**src/rtl/date_calendar_if.sv**
```systemverilog
// Button/strobe inputs and display outputs of the calendar-date block.
//   master : the mode controller / buttons side (drives strobes, reads display)
//   slave  : date_calendar itself
// Handshake semantics: there is no valid/ready pair here. Every input is a
// one-cycle pulse sampled on the rising clk edge, except active, stop and
// b1long, which are levels. Outputs are combinational from the block's
// registers and valid every cycle.
interface date_calendar_if;
  logic       tick_en;
  logic       day_carry;
  logic       active;
  logic       stop;
  logic       b0long;
  logic       b0short;
  logic       b1short;
  logic       b1long;
  logic [3:0] cnt3;
  logic [3:0] cnt2;
  logic [3:0] cnt1;
  logic [3:0] cnt0;
  logic       setting;
  logic [1:0] field;
  logic       show;
  logic       leap;

  modport master (
    output tick_en, day_carry, active, stop, b0long, b0short, b1short, b1long,
    input  cnt3, cnt2, cnt1, cnt0, setting, field, show, leap
  );

  modport slave (
    input  tick_en, day_carry, active, stop, b0long, b0short, b1short, b1long,
    output cnt3, cnt2, cnt1, cnt0, setting, field, show, leap
  );
endinterface

```
**src/rtl/date_calendar.sv**
```systemverilog
// Calendar date (day, month, year in BCD) for the clock/alarm display.
// Advances on day_carry, pages between MM DD and year, and supports editing
// with hold-to-increment, day clamping and blinking of the edited field.
// Ports:
//   clk  - system clock
//   rst  - asynchronous active-low reset
//   bus  - date_calendar_if.slave: strobes/buttons in, display digits and
//          status (setting, field, show, leap) out. setting/field expose the
//          edit state machine directly.
module date_calendar #(
  parameter int YEAR_DIGITS = 4,
  parameter int RESET_YEAR  = 2024
) (
  input logic           clk,
  input logic           rst,
  date_calendar_if.slave bus
);
  localparam int YW = 4 * YEAR_DIGITS;

  localparam logic [1:0] FIELD_DAY   = 2'd0;
  localparam logic [1:0] FIELD_MONTH = 2'd1;
  localparam logic [1:0] FIELD_YEAR  = 2'd2;

  // Decimal to BCD; keeping only YEAR_DIGITS digits gives the modulo.
  function automatic logic [YW-1:0] to_bcd(input int v);
    logic [YW-1:0] r;
    int            x;
    r = '0;
    x = v;
    for (int i = 0; i < YEAR_DIGITS; i++) begin
      r[4*i +: 4] = 4'(x % 10);
      x = x / 10;
    end
    return r;
  endfunction

  localparam logic [YW-1:0] RESET_YEAR_BCD = to_bcd(RESET_YEAR);

  function automatic logic [7:0] bcd2_inc(input logic [7:0] v);
    if (v[3:0] == 4'd9) return {v[7:4] + 4'd1, 4'h0};
    return {v[7:4], v[3:0] + 4'd1};
  endfunction

  // Ripple BCD increment; all-9s wraps to all-0s naturally.
  function automatic logic [YW-1:0] year_inc(input logic [YW-1:0] y);
    logic [YW-1:0] r;
    logic          c;
    r = y;
    c = 1'b1;
    for (int i = 0; i < YEAR_DIGITS; i++) begin
      if (c) begin
        if (r[4*i +: 4] == 4'd9) begin
          r[4*i +: 4] = 4'd0;
        end else begin
          r[4*i +: 4] = r[4*i +: 4] + 4'd1;
          c = 1'b0;
        end
      end
    end
    return r;
  endfunction

  // Divisibility by 4 of a two-digit BCD number: tens parity decides which
  // ones digits qualify (even tens: 0/4/8, odd tens: 2/6).
  function automatic logic bcd_mod4(input logic [7:0] v);
    if (v[4]) return (v[3:0] == 4'd2) || (v[3:0] == 4'd6);
    return (v[3:0] == 4'd0) || (v[3:0] == 4'd4) || (v[3:0] == 4'd8);
  endfunction

  logic [7:0]    day_q, day_d;
  logic [7:0]    month_q, month_d;
  logic [YW-1:0] year_q, year_d;
  logic          setting_q, setting_d;
  logic [1:0]    field_q, field_d;
  logic          show_q, show_d;
  logic          blink_q, blink_d;

  logic [15:0] year_pad;
  logic        leap;
  logic [7:0]  max_day;
  logic        b0long_g, b1short_g, b1long_g;
  logic        advance, edit_inc, day_written;
  logic        year_page, blank;
  logic [15:0] disp;
  logic        unused_b0short;

  // b0short is reserved for future use.
  assign unused_b0short = bus.b0short;

  assign b0long_g  = bus.active & bus.b0long;
  assign b1short_g = bus.active & bus.b1short;
  assign b1long_g  = bus.active & bus.b1long;

  assign year_pad = 16'(year_q);
  // Year 00 of a century falls back to the century digits (100/400 rule).
  assign leap = (YEAR_DIGITS == 4 && year_pad[7:0] == 8'h00) ?
                bcd_mod4(year_pad[15:8]) : bcd_mod4(year_pad[7:0]);

  always_comb begin
    case (month_q)
      8'h02:                      max_day = leap ? 8'h29 : 8'h28;
      8'h04, 8'h06, 8'h09, 8'h11: max_day = 8'h30;
      default:                    max_day = 8'h31;
    endcase
  end

  assign advance  = !setting_q && !bus.stop && bus.day_carry;
  assign edit_inc = setting_q && b1long_g && bus.tick_en;

  always_comb begin
    day_d       = day_q;
    month_d     = month_q;
    year_d      = year_q;
    setting_d   = setting_q;
    field_d     = field_q;
    show_d      = show_q;
    blink_d     = blink_q;
    day_written = 1'b0;

    // BCD compares are numeric for valid BCD; ">=" also rolls a day that is
    // still waiting to be clamped.
    if (advance) begin
      day_written = 1'b1;
      if (day_q >= max_day) begin
        day_d = 8'h01;
        if (month_q == 8'h12) begin
          month_d = 8'h01;
          year_d  = year_inc(year_q);
        end else begin
          month_d = bcd2_inc(month_q);
        end
      end else begin
        day_d = bcd2_inc(day_q);
      end
    end else if (edit_inc) begin
      case (field_q)
        FIELD_DAY: begin
          day_written = 1'b1;
          day_d = (day_q >= max_day) ? 8'h01 : bcd2_inc(day_q);
        end
        FIELD_MONTH: month_d = (month_q == 8'h12) ? 8'h01 : bcd2_inc(month_q);
        FIELD_YEAR:  year_d  = year_inc(year_q);
        default: ;
      endcase
    end

    // A month/year change can leave the day past the month end; pull it
    // back one cycle later unless the day itself is being rewritten.
    if (!day_written && day_q > max_day) day_d = max_day;

    if (b0long_g) begin
      setting_d = !setting_q;
      field_d   = FIELD_DAY;
      blink_d   = 1'b0;
    end else begin
      if (b1short_g && setting_q)
        field_d = (field_q == FIELD_YEAR) ? FIELD_DAY : field_q + 2'd1;
      if (setting_q && bus.tick_en) blink_d = !blink_q;
    end

    if (setting_q) show_d = 1'b0;
    else if (b1short_g && !b0long_g) show_d = !show_q;

    if (!bus.active) begin
      setting_d = 1'b0;
      field_d   = FIELD_DAY;
      blink_d   = 1'b0;
    end
  end

  always_ff @(posedge clk or negedge rst) begin
    if (!rst) begin
      day_q     <= 8'h01;
      month_q   <= 8'h01;
      year_q    <= RESET_YEAR_BCD;
      setting_q <= 1'b0;
      field_q   <= FIELD_DAY;
      show_q    <= 1'b0;
      blink_q   <= 1'b0;
    end else begin
      day_q     <= day_d;
      month_q   <= month_d;
      year_q    <= year_d;
      setting_q <= setting_d;
      field_q   <= field_d;
      show_q    <= show_d;
      blink_q   <= blink_d;
    end
  end

  assign year_page = setting_q ? (field_q == FIELD_YEAR) : show_q;
  assign blank     = setting_q && blink_q;

  always_comb begin
    if (year_page) begin
      disp = (YEAR_DIGITS == 4) ? year_pad : {8'hFF, year_pad[7:0]};
      if (blank) disp = 16'hFFFF;
    end else begin
      disp = {month_q, day_q};
      if (blank) begin
        if (field_q == FIELD_DAY) disp[7:0]  = 8'hFF;
        else                      disp[15:8] = 8'hFF;
      end
    end
  end

  assign bus.cnt3    = disp[15:12];
  assign bus.cnt2    = disp[11:8];
  assign bus.cnt1    = disp[7:4];
  assign bus.cnt0    = disp[3:0];
  assign bus.setting = setting_q;
  assign bus.field   = field_q;
  assign bus.show    = show_q;
  assign bus.leap    = leap;
endmodule

```
**src/flat_wrapper.sv**
```systemverilog
// flat-port wrapper written by rule: the top's interface ports become plain ports
module date_calendar_flat 
#(
  parameter int YEAR_DIGITS = 4,
  parameter int RESET_YEAR  = 2024
)
  (clk, rst, bus_tick_en, bus_day_carry, bus_active, bus_stop, bus_b0long, bus_b0short, bus_b1short, bus_b1long, bus_cnt3, bus_cnt2, bus_cnt1, bus_cnt0, bus_setting, bus_field, bus_show, bus_leap);
  date_calendar_if bus_i ();
  input logic clk;
  input logic rst;
  input wire logic [$bits(bus_i.tick_en)-1:0] bus_tick_en;
  input wire logic [$bits(bus_i.day_carry)-1:0] bus_day_carry;
  input wire logic [$bits(bus_i.active)-1:0] bus_active;
  input wire logic [$bits(bus_i.stop)-1:0] bus_stop;
  input wire logic [$bits(bus_i.b0long)-1:0] bus_b0long;
  input wire logic [$bits(bus_i.b0short)-1:0] bus_b0short;
  input wire logic [$bits(bus_i.b1short)-1:0] bus_b1short;
  input wire logic [$bits(bus_i.b1long)-1:0] bus_b1long;
  output wire logic [$bits(bus_i.cnt3)-1:0] bus_cnt3;
  output wire logic [$bits(bus_i.cnt2)-1:0] bus_cnt2;
  output wire logic [$bits(bus_i.cnt1)-1:0] bus_cnt1;
  output wire logic [$bits(bus_i.cnt0)-1:0] bus_cnt0;
  output wire logic [$bits(bus_i.setting)-1:0] bus_setting;
  output wire logic [$bits(bus_i.field)-1:0] bus_field;
  output wire logic [$bits(bus_i.show)-1:0] bus_show;
  output wire logic [$bits(bus_i.leap)-1:0] bus_leap;
  assign bus_i.tick_en = bus_tick_en;
  assign bus_i.day_carry = bus_day_carry;
  assign bus_i.active = bus_active;
  assign bus_i.stop = bus_stop;
  assign bus_i.b0long = bus_b0long;
  assign bus_i.b0short = bus_b0short;
  assign bus_i.b1short = bus_b1short;
  assign bus_i.b1long = bus_b1long;
  assign bus_cnt3 = bus_i.cnt3;
  assign bus_cnt2 = bus_i.cnt2;
  assign bus_cnt1 = bus_i.cnt1;
  assign bus_cnt0 = bus_i.cnt0;
  assign bus_setting = bus_i.setting;
  assign bus_field = bus_i.field;
  assign bus_show = bus_i.show;
  assign bus_leap = bus_i.leap;
  date_calendar #(.YEAR_DIGITS(YEAR_DIGITS), .RESET_YEAR(RESET_YEAR)) u_core (.clk(clk), .rst(rst), .bus(bus_i));
endmodule
```
**config.mk**
```make
export PLATFORM = sky130hd
export DESIGN_NAME = date_calendar_flat
export DESIGN_NICKNAME = d
export VERILOG_FILES = /design/src/rtl/date_calendar_if.sv /design/src/rtl/date_calendar.sv /design/src/flat_wrapper.sv
export SDC_FILE = /design/constraint.sdc
export NUM_CORES = 1
export LEC_CHECK = 0
export ABC_AREA = 1
export CAP_MARGIN = 20
export CORE_UTILIZATION = 25
export CTS_CLUSTER_SIZE = 30
export DETAILED_ROUTE_END_ITERATION = 10
export PLACE_DENSITY = 0.47
export REMOVE_ABC_BUFFERS = 1
export SETUP_SLACK_MARGIN = 0.2
export SLEW_MARGIN = 10
export SYNTH_ARGS = -nofsm -noshare
export SYNTH_HDL_FRONTEND = slang
export SYNTH_SLANG_ARGS = --single-unit
```
**constraint.sdc**
```tcl
create_clock -name clk -period 6.6 [get_ports clk]
set_input_delay 0.66 -clock clk [delete_from_list [all_inputs] [get_ports clk]]
set_output_delay 0.66 -clock clk [all_outputs]
set_load 0.02 [all_outputs]
```
==> flow_metrics.tcl <==
set metrics [dict create \
    status "finished clean" \
    power_density_nw_per_um2 266.9 \
    ys.flop_type "dfrtp_1" \
    diodes 0 \
    clock_sinks 37 \
    setup-tns-final_ps 0 \
    first_pass_iters 4 \
    core_um2 10460 \
    crit_type "register to primary output" \
    grt_overflow 0 \
    chipWidth_um 106.6 \
    finClkSkew_ps 9.453 \
    ctsHtreeMaxLevel 2 \
    fin_crit_ps 3335 \
    ios 31 \
    period_share_pct 50.54 \
    cts_setup_buffers 0 \
    grt_util_met1_pct 16.52 \
    vias 2521 \
    syn_area_um2 2733 \
    drt-initial-drc-count 88 \
    slowest_stage "nor3_2" \
    min_path_type "input pin to asynchronous set/reset pin" \
    avgSynthCellArea_um2 7.079 \
    cts-buffers-inserted 5 \
    finish.utilization_pct 30.87 \
    grt_use_met2_pct 20.50 \
    clock_latency_ps 300 \
    cts-root-buf "clkbuf_8" \
    busiest_layer "met2" \
    synth-seq-cells 37 \
    synth.distinct_cells 36 \
    start_util_pct 26.12 \
    antenna_found_initial 0 \
    met3_usage_pct 2.023 \
    yosys.area.top_type_share_pct 29.30 \
    path_max_fanout 16 \
    die_y_um 106.6 \
    clock.fmax_mhz 299.8 \
    p_leak_nw 1.554 \
    synth_commonest_cells "112 x nand2_1, 46 x inv_1, 44 x nand3_1, 32 x dfrtp_1, 30 x nor2_1" \
    hold_viol_final 0 \
    rsz0062_at_grt "no" \
    synthArstFlopShare_pct 100.0 \
    drive_above_1_share_pct 9.113 \
    place_congestion 0.8504 \
    slew_viol_final 0 \
    post_cts_resized 0 \
    grt_max_degree 38 \
    synth-edff-count 0 \
    wl_per_cell_um 12.19 \
    slowest_delay_ps 750 \
    drc 0 \
    synthCells 386 \
    yosys.cell_count.top_type "nand2_1" \
    dp_hpwl_um 5106 \
    ctsHoldBuffers 0 \
    cp_top_family "simple AND/OR/NAND/NOR gates" \
    cp.buffers_inverters 1 \
    area_delta_synth_final_pct 18.18 \
    cts_buffer_depth 2 \
    start_kind "register" \
    whs_ps 481.2 \
    crit_chain "nor2_1, nor2_1, nor3_2, a22oi_1, clkdlybuf4s50_1" \
    nets 435 \
    grt_pass1_wl_um 11180 \
    yosysWarningCount 0 \
    ant_nets 0 \
    cap_violations 0 \
    max_slew.worst_pin.slew_ps 993.8 \
    synth.area.top_cells "dfrtp_1 29%, nand2_1 15%, nand3_1 8.1%" \
    grt_pass1_vias 2302 \
    cts_tree "done" \
    synth_top_area_cell "dfrtp_1" \
    grt_util_all_layers_pct 12.55 \
    fp-row-count 37 \
    portBuffers 29 \
    dieArea_um2 11350 \
    required_ps 5940 \
    peakVddDrop_v 0.00008042 \
    setup_viol 0 \
    end_kind "primary output" \
    cts.clk_slew.worst_paths_ps 80 \
    slew_headroom_pct 33.39 \
    ys_seq_area_share_pct 34.11 \
    path_common_cell "nor2_1" \
    viasPerCell 4.559 \
    worstPathArrival_ps 2680 \
    wirelength_um 6740 \
]
-- registers in the layout, indices dropped and copies added (netlist names) --
signal              flops
u_core.year_pad        16
u_core.day_q            8
u_core.blink_q          1
u_core.bus.show         1
u_core.bus.field        2
u_core.month_q          8
u_core.bus.setting      1
-- area by class of cell --
| type | count | area (um^2) |
|---|---|---|
| clock buffers | 8 | 90.09 |
| fillers | 1189 | 7233 |
| inverters | 51 | 191.4 |
| multi-input cells | 292 | 1560 |
| flip-flops and latches | 37 | 932.1 |
| well taps | 136 | 170.2 |
| repair buffers | 29 | 285.3 |
-- power breakdown --
part           switching, mW  internal, mW
clock network         0.0852        0.0854
registers             0.0355         0.257
logic                  0.241         0.158
total                  0.361         0.501
-- through the flow --
step	power, mW	setup WS (ps)	cells	cell area, um^2
6_report	0.8620	3265	553	3229
3_3_place_gp	0.6958	3280	545	3139
4_1_cts	0.8738	3231	553	3229
5_1_grt	0.9346	3006	553	3229
3_5_place_dp	0.6978	3247	545	3139
2_1_floorplan	0.5577	3966	380	2684
-- layout by cell type (no fill, tap or decap), drive strengths merged, types with 10 or more instances in the layout --
cell           count
inv               51
nand4             11
clkdlybuf4s50     28
a22oi             16
dfrtp             32
a21oi             12
nand3             46
nand2            124
o21ai             14
nor2              31
xor2              10
-- layer usage --
layer / part of all wire (%) / up-vias
li1: - / 1319
met2: 46 / 31
met4: 1.5 / 0
met1: 50 / 1166
met5: 0 / -
met3: 2.4 / 5
-- worst reg2reg max path, cell delays in order (launching register included) --
cell and delay, ps:
dfrtp_1 450, inv_1 110, ha_1 140, nor3b_1 320, nand2_1 190, inv_1 140
nand3_1 120, and2_1 160, ha_1 280, nand2_1 50, nor2_1 130, nand2_2 110
nand3_2 130, nand2_2 60, nand2_2 430, nand2_1 240, nand2_1 100, nand2_1 60
-- cells by family (layout without fill, tap and decap cells) --
family                   Yosys count  in the layout  synth area share, %
flip-flops                        37             37                34.11
buffers and inverters             57             88                8.791
AO/OA/AOI/OAI                     47             47                11.68
AND/OR/NAND/NOR                  223            223                37.32
adder cells (fa/ha/maj)            9              9                4.121
other                              1              1               0.1372
XOR/XNOR                          12             12                3.846
-- final timing paths --
check / depth (start not counted) / endpoint / slack [ps] / start
worst min-delay path: 1 / u_core.year_pad[14] / 480 / rst
min in group clk: 2 / u_core.year_pad[7] / 490 / u_core.year_pad[7]
worst min register to register: 2 / u_core.year_pad[7] / 490 / u_core.year_pad[7]
worst max register to register: 17 / u_core.year_pad[0] / 3300 / u_core.month_q[4]
max in group asynchronous: 1 / u_core.year_pad[4] / 5560 / rst
worst max-delay path: 5 / bus_cnt2[0] / 3260 / u_core.bus.field[0]
No activity file was read; power rests on OpenSTA's default activity.
